$ cat config.mk
export PLATFORM = sky130hd
export DESIGN_NAME = mux_rr_sched_flat
export DESIGN_NICKNAME = d
export VERILOG_FILES = /design/src/rtl/mux_rr_sched_if.sv /design/src/rtl/mux_rr_sched.sv /design/src/flat_wrapper.sv
export SDC_FILE = /design/constraint.sdc
export NUM_CORES = 1
export LEC_CHECK = 0
export BUFFER_PORTS_ARGS = -buffer_cell sky130_fd_sc_hd__buf_2
export CAP_MARGIN = 30
export CORE_MARGIN = 2
export CORE_UTILIZATION = 45
export DETAILED_ROUTE_END_ITERATION = 8
export PLACE_DENSITY = 0.73
export SLEW_MARGIN = 20
export SYNTH_ARGS = -nofsm -noshare
export SYNTH_HDL_FRONTEND = slang
export SYNTH_SLANG_ARGS = --single-unit
$ cat constraint.sdc
create_clock -name clk -period 5.3 [get_ports clk]
set_input_delay 1.06 -clock clk [delete_from_list [all_inputs] [get_ports clk]]
set_output_delay 1.06 -clock clk [all_outputs]
set_load 0.02 [all_outputs]
$ cat src/rtl/mux_rr_sched_if.sv
// Requester-side bus of the round-robin mux scheduler: request/enable/release in,
// grant and mux select out.
interface mux_rr_sched_if #(
    parameter int N    = 16,
    parameter int SELW = 4
);
    // "release" is a reserved word in SystemVerilog, so the owner's done pulse is release_grant.
    logic            en;
    logic [N-1:0]    req;
    logic            release_grant;
    logic [SELW-1:0] sel;
    logic [N-1:0]    gnt;
    logic            gnt_valid;
    logic            timeout;

    modport master (
        output en, req, release_grant,
        input  sel, gnt, gnt_valid, timeout
    );

    modport slave (
        input  en, req, release_grant,
        output sel, gnt, gnt_valid, timeout
    );
endinterface

$ cat src/rtl/mux_rr_sched.sv
// Round-robin scheduler sharing one 16:1 mux among N requesters, with a hold
// timeout and one dead (GAP) cycle between consecutive owners.
module mux_rr_sched #(
    parameter int N        = 16,
    parameter int SELW     = 4,
    parameter int MAX_HOLD = 8
) (
    input  logic              clk,
    input  logic              rst_n,
    mux_rr_sched_if.slave     bus
);
    localparam int HW = (MAX_HOLD < 1) ? 1 : $clog2(MAX_HOLD + 1);
    // With no timeout the hold counter simply saturates at all-ones.
    localparam logic [HW-1:0] HOLD_SAT = (MAX_HOLD == 0) ? {HW{1'b1}} : HW'(MAX_HOLD);

    typedef enum logic [1:0] {IDLE, GRANT, GAP} state_t;

    state_t          state, state_next;
    logic [SELW-1:0] ptr, ptr_next;
    logic [SELW-1:0] sel_q, sel_next;
    logic [N-1:0]    gnt_q, gnt_next;
    logic            gv_q, gv_next;
    logic            to_q, to_next;
    logic [HW-1:0]   hold, hold_next;

    logic [SELW-1:0] pick;
    logic            found;
    int              pos;
    logic            end_rel, end_drop, end_to, grant_end;

    // First set request at or above ptr, wrapping N-1 -> 0.
    always_comb begin
        found = 1'b0;
        pick  = '0;
        pos   = 0;
        for (int i = 0; i < N; i++) begin
            pos = int'(ptr) + i;
            if (pos >= N) pos = pos - N;
            if (!found && bus.req[pos]) begin
                found = 1'b1;
                pick  = SELW'(pos);
            end
        end
    end

    assign end_rel   = bus.release_grant;
    assign end_drop  = ~bus.req[sel_q];
    assign end_to    = (MAX_HOLD != 0) && (hold == HOLD_SAT);
    assign grant_end = end_rel | end_drop | end_to;

    // NOTE: sequential state uses non-blocking assignments so every register samples pre-edge values.
    always_ff @(posedge clk or negedge rst_n) begin
        if (!rst_n) begin
            state <= IDLE;
            ptr   <= '0;
            sel_q <= '0;
            gnt_q <= '0;
            gv_q  <= 1'b0;
            to_q  <= 1'b0;
            hold  <= '0;
        end else begin
            state <= state_next;
            ptr   <= ptr_next;
            sel_q <= sel_next;
            gnt_q <= gnt_next;
            gv_q  <= gv_next;
            to_q  <= to_next;
            hold  <= hold_next;
        end
    end

    always_comb begin
        state_next = state;
        case (state)
            IDLE:    if (bus.en && found) state_next = GRANT;
            GRANT:   if (grant_end)       state_next = GAP;
            GAP:                          state_next = IDLE;
            default:                      state_next = IDLE;
        endcase
    end

    // NOTE: every comb output gets a default first so no path infers a latch.
    always_comb begin
        ptr_next  = ptr;
        sel_next  = sel_q;
        gnt_next  = gnt_q;
        gv_next   = gv_q;
        to_next   = 1'b0;
        hold_next = hold;
        case (state)
            IDLE: begin
                if (bus.en && found) begin
                    gnt_next  = {{(N-1){1'b0}}, 1'b1} << pick;
                    sel_next  = pick;
                    gv_next   = 1'b1;
                    hold_next = HW'(1);
                end
            end
            GRANT: begin
                if (grant_end) begin
                    gnt_next = '0;
                    gv_next  = 1'b0;
                    ptr_next = (sel_q == SELW'(N - 1)) ? '0 : sel_q + 1'b1;
                    to_next  = end_to & ~end_rel & ~end_drop;
                end else if (hold != HOLD_SAT) begin
                    hold_next = hold + 1'b1;
                end
            end
            default: ;
        endcase
    end

    // sel is never cleared on grant end, so the mux input stays put through GAP.
    assign bus.sel       = sel_q;
    assign bus.gnt       = gnt_q;
    assign bus.gnt_valid = gv_q;
    assign bus.timeout   = to_q;
endmodule

$ cat src/flat_wrapper.sv
// flat-port wrapper written by rule: the top's interface ports become plain ports
module mux_rr_sched_flat 
#(
    parameter int N        = 16,
    parameter int SELW     = 4,
    parameter int MAX_HOLD = 8
)
  (clk, rst_n, bus_en, bus_req, bus_release_grant, bus_sel, bus_gnt, bus_gnt_valid, bus_timeout);
  mux_rr_sched_if #(.N(N), .SELW(SELW)) bus_i ();
  input  logic clk;
  input  logic rst_n;
  input wire logic [$bits(bus_i.en)-1:0] bus_en;
  input wire logic [$bits(bus_i.req)-1:0] bus_req;
  input wire logic [$bits(bus_i.release_grant)-1:0] bus_release_grant;
  output wire logic [$bits(bus_i.sel)-1:0] bus_sel;
  output wire logic [$bits(bus_i.gnt)-1:0] bus_gnt;
  output wire logic [$bits(bus_i.gnt_valid)-1:0] bus_gnt_valid;
  output wire logic [$bits(bus_i.timeout)-1:0] bus_timeout;
  assign bus_i.en = bus_en;
  assign bus_i.req = bus_req;
  assign bus_i.release_grant = bus_release_grant;
  assign bus_sel = bus_i.sel;
  assign bus_gnt = bus_i.gnt;
  assign bus_gnt_valid = bus_i.gnt_valid;
  assign bus_timeout = bus_i.timeout;
  mux_rr_sched #(.N(N), .SELW(SELW), .MAX_HOLD(MAX_HOLD)) u_core (.clk(clk), .rst_n(rst_n), .bus(bus_i));
endmodule
==> run_results.csv <==
group,metric,value,unit
status,status,"finished, final reports clean",
yosys,synth_fa_ha_area_share,3.07,%
placement,globalplace.congestion,1.03,
yosys,synth_area,4080,µm²
sta,tightestPinTransition,776,ps
sta,period_minus_slack,4670,ps
yosys,synth_compound_area_share,21.6,%
global_routing,track_usage,23.2,%
final_layout,fillers,798,
die,start_util,46.5,%
clock_network,cts_max_level,2,
placement,placed_area,4300,µm²
route,ant_nets,0,
route,first_pass_iters,5,
yosys,syn_area_per_cell,10.1,µm²
route,num_vias,3683,
clock_network,cts_resized,0,
sta,finalClockSkew,9.48,ps
clock_network,cts_hold_buf,0,
yosys,synth_common_cells,"mux2i_1 (45), nand2_1 (34), dfrtp_1 (32), mux4_2 (26), nor2_1 (24)",
route,wire_per_inst,20.7,µm
yosys,yosysUniqueCellTypes,80,
run,maxCapViolations,0,
yosys,synth_top_family_by_area,"multiplexers",
placement,hpwl,8350,µm
sta,fin_crit_sh,88.1,%
yosys,synthMuxAreaShare,32.7,%
placement,port_buffers,41,
die,die_y,99.2,µm
yosys,synthesis.nets,433,
die,ios,42,
setup_path,crit_type,"flip-flop to flip-flop",
sta,finalSetupViolCount,0,
clock_network,cts_root_buffer,"clkbuf_8",
yosys,yosysMostFrequentCell,"mux2i_1",
final_layout,final_area,4420,µm²
clock_network,insertion_delay,290,ps
sta,hold_viol_final,0,
final_layout,n_antenna_cell,0,
yosys,ys_async_sr_fraction,100,%
global_routing,grt_first_pass_wirelength,18100,µm
clock_network,clk_pin_slew,60,ps
sta,relSlewSlack,48.3,%
yosys,synthXorXnorAreaFrac,2.73,%
yosys,netlist_instances,403,
min_path,min_path_type,"flip-flop to flip-flop",
route,routed_wirelength,11200,µm
sta,setup_tns,0,ps
final_layout,nets,463,
clock_network,cts_buffers,5,
setup_path,end_kind,"flip-flop",
setup_path,start_kind,"flip-flop",
clock_network,postCtsSetupRepairBufs,0,
global_routing,grt_pass1_vias,3503,
die,floorplan.die_area,9830,µm²
final_layout,area_growth,8.50,%
clock_network,cts.sinks,32,
yosys,ys_seq_area_share,19.6,%
yosys,synth-simple-area-share,14.4,%
yosys,ys_warn_count,0,
yosys,synth-edff-count,0,
yosys,synth_top_cell_by_area,"dfrtp_1",
global_routing,antenna_found_initial,0,
yosys,synthTopCellsByArea,"dfrtp_1 (20%), mux4_2 (14%), mux2i_1 (11%)",
clock_network,cts_tree,"built",
global_routing,grt_max_degree,33,
setup_path,cp.required,5490,ps
route,drc_errors,0,
setup_path,cp_max_fo,12,
yosys,synthFlopType,"dfrtp_1",
route,via_per_inst,6.80,
die,rows,34,
sta,rsz0062_at_grt,"false",
route,drtIter0Drc,353,
yosys,ys_seq_elements,32,
setup_path,worst_ep_arrival_time,4860,ps
global_routing,overflow,0,
final_layout,drive_gt1_share,30.0,%
sta,timing.final.max_slew_violations,0,
sta,fmax,214,MHz
yosys,yosys.area.top_type_share,19.6,%
clock_network,clockBufferDepth,2,
die,coreArea,8760,µm²
die,chipWidth,99.2,µm
-- routing by layer --
metal | part of all wire (%) | routed length, µm | global-route usage [%] | vias to the layer above
met1 | 42 | 4710 | 31.5 | 1835
li1 | - | - | - | 1638
met5 | 0 | 0 | 0 | -
met3 | 8.0 | 900 | 3.79 | 36
met2 | 47 | 5320 | 37.7 | 174
met4 | 2.5 | 276 | 8.43 | 0
-- worst paths after layout --
| check | start | end | slack (ps) | cells after the start |
|---|---|---|---|---|
| max | u_core.ptr[0]$_DFFE_PN0P_ | u_core.bus.gnt[12]$_DFFE_PN0P_ | 630 | 12 |
| min | u_core.bus.gnt[11]$_DFFE_PN0P_ | u_core.bus.gnt[11]$_DFFE_PN0P_ | 480 | 2 |
| max reg2reg | u_core.ptr[0]$_DFFE_PN0P_ | u_core.bus.gnt[12]$_DFFE_PN0P_ | 630 | 12 |
| min reg2reg | u_core.bus.gnt[11]$_DFFE_PN0P_ | u_core.bus.gnt[11]$_DFFE_PN0P_ | 480 | 2 |
| max in group asynchronous | rst_n | u_core.ptr[0]$_DFFE_PN0P_ | 4040 | 1 |
| min in group asynchronous | rst_n | u_core.bus.gnt[7]$_DFFE_PN0P_ | 800 | 1 |
-- worst max-delay path, stage by stage (launching register included) --
cell and delay [ps]:
dfrtp_1 600, inv_4 160, ha_1 600, buf_4 310, mux2i_1 140, mux4_2 530
mux2i_1 580, nor3_2 120, nand4_4 150, o31ai_2 120, nor3_4 400, or3b_1 590
o31ai_1 260
-- registers in the layout (all words and copies together) (netlist names) --
| name | count |
|---|---|
| u_core.ptr | 4 |
| u_core.bus.sel | 4 |
| u_core.bus.gnt | 16 |
| u_core.bus.timeout | 1 |
| u_core.hold | 4 |
| u_core.state | 2 |
| u_core.bus.gnt_valid | 1 |
-- area by class of cell --
cell class,count,area [µm²],area share (%)
multi-input combinational,330,3040,68.7
sequential,32,801,18.1
timing repair buffer,48,258,5.83
tap,108,135,3.06
clock buffer,7,96.3,2.18
inverter,16,62.6,1.41
clock inverter,1,30.0,0.679
-- per-stage QoR --
stage,utilization [%],setup WS [ps],std cells,hold slack (ps)
6_report,50.5,629,542,477
5_1_grt,50.5,255,542,500
4_1_cts,50.5,696,542,481
3_5_place_dp,49.0,715,534,467
3_3_place_gp,49.0,854,534,460
2_1_floorplan,-,1290,403,522
-- cell usage in the layout, fill, tap and decap left out, drive strengths merged, types with 14 or more instances in the layout --
cell type,instances
o21ai,18
inv,16
mux4,28
mux2i,49
nand2,34
o31ai,21
nor2,24
buf,48
dfrtp,32
mux2,15
a21oi,14
-- kinds of logic (layout without fill, tap and decap cells) --
family                   count (synthesis)  count (layout)
AO/OA/AOI/OAI                          109             109
XOR/XNOR                                11              11
adder cells (fa/ha/maj)                 10              10
buffers and inverters                   41              72
flip-flops                              32              32
multiplexers                            92              92
AND/OR/NAND/NOR                        108             108
Power is left out: the tool's default activity adds up to more than one toggle a clock period on the data nets, which glitch-free logic cannot reach.
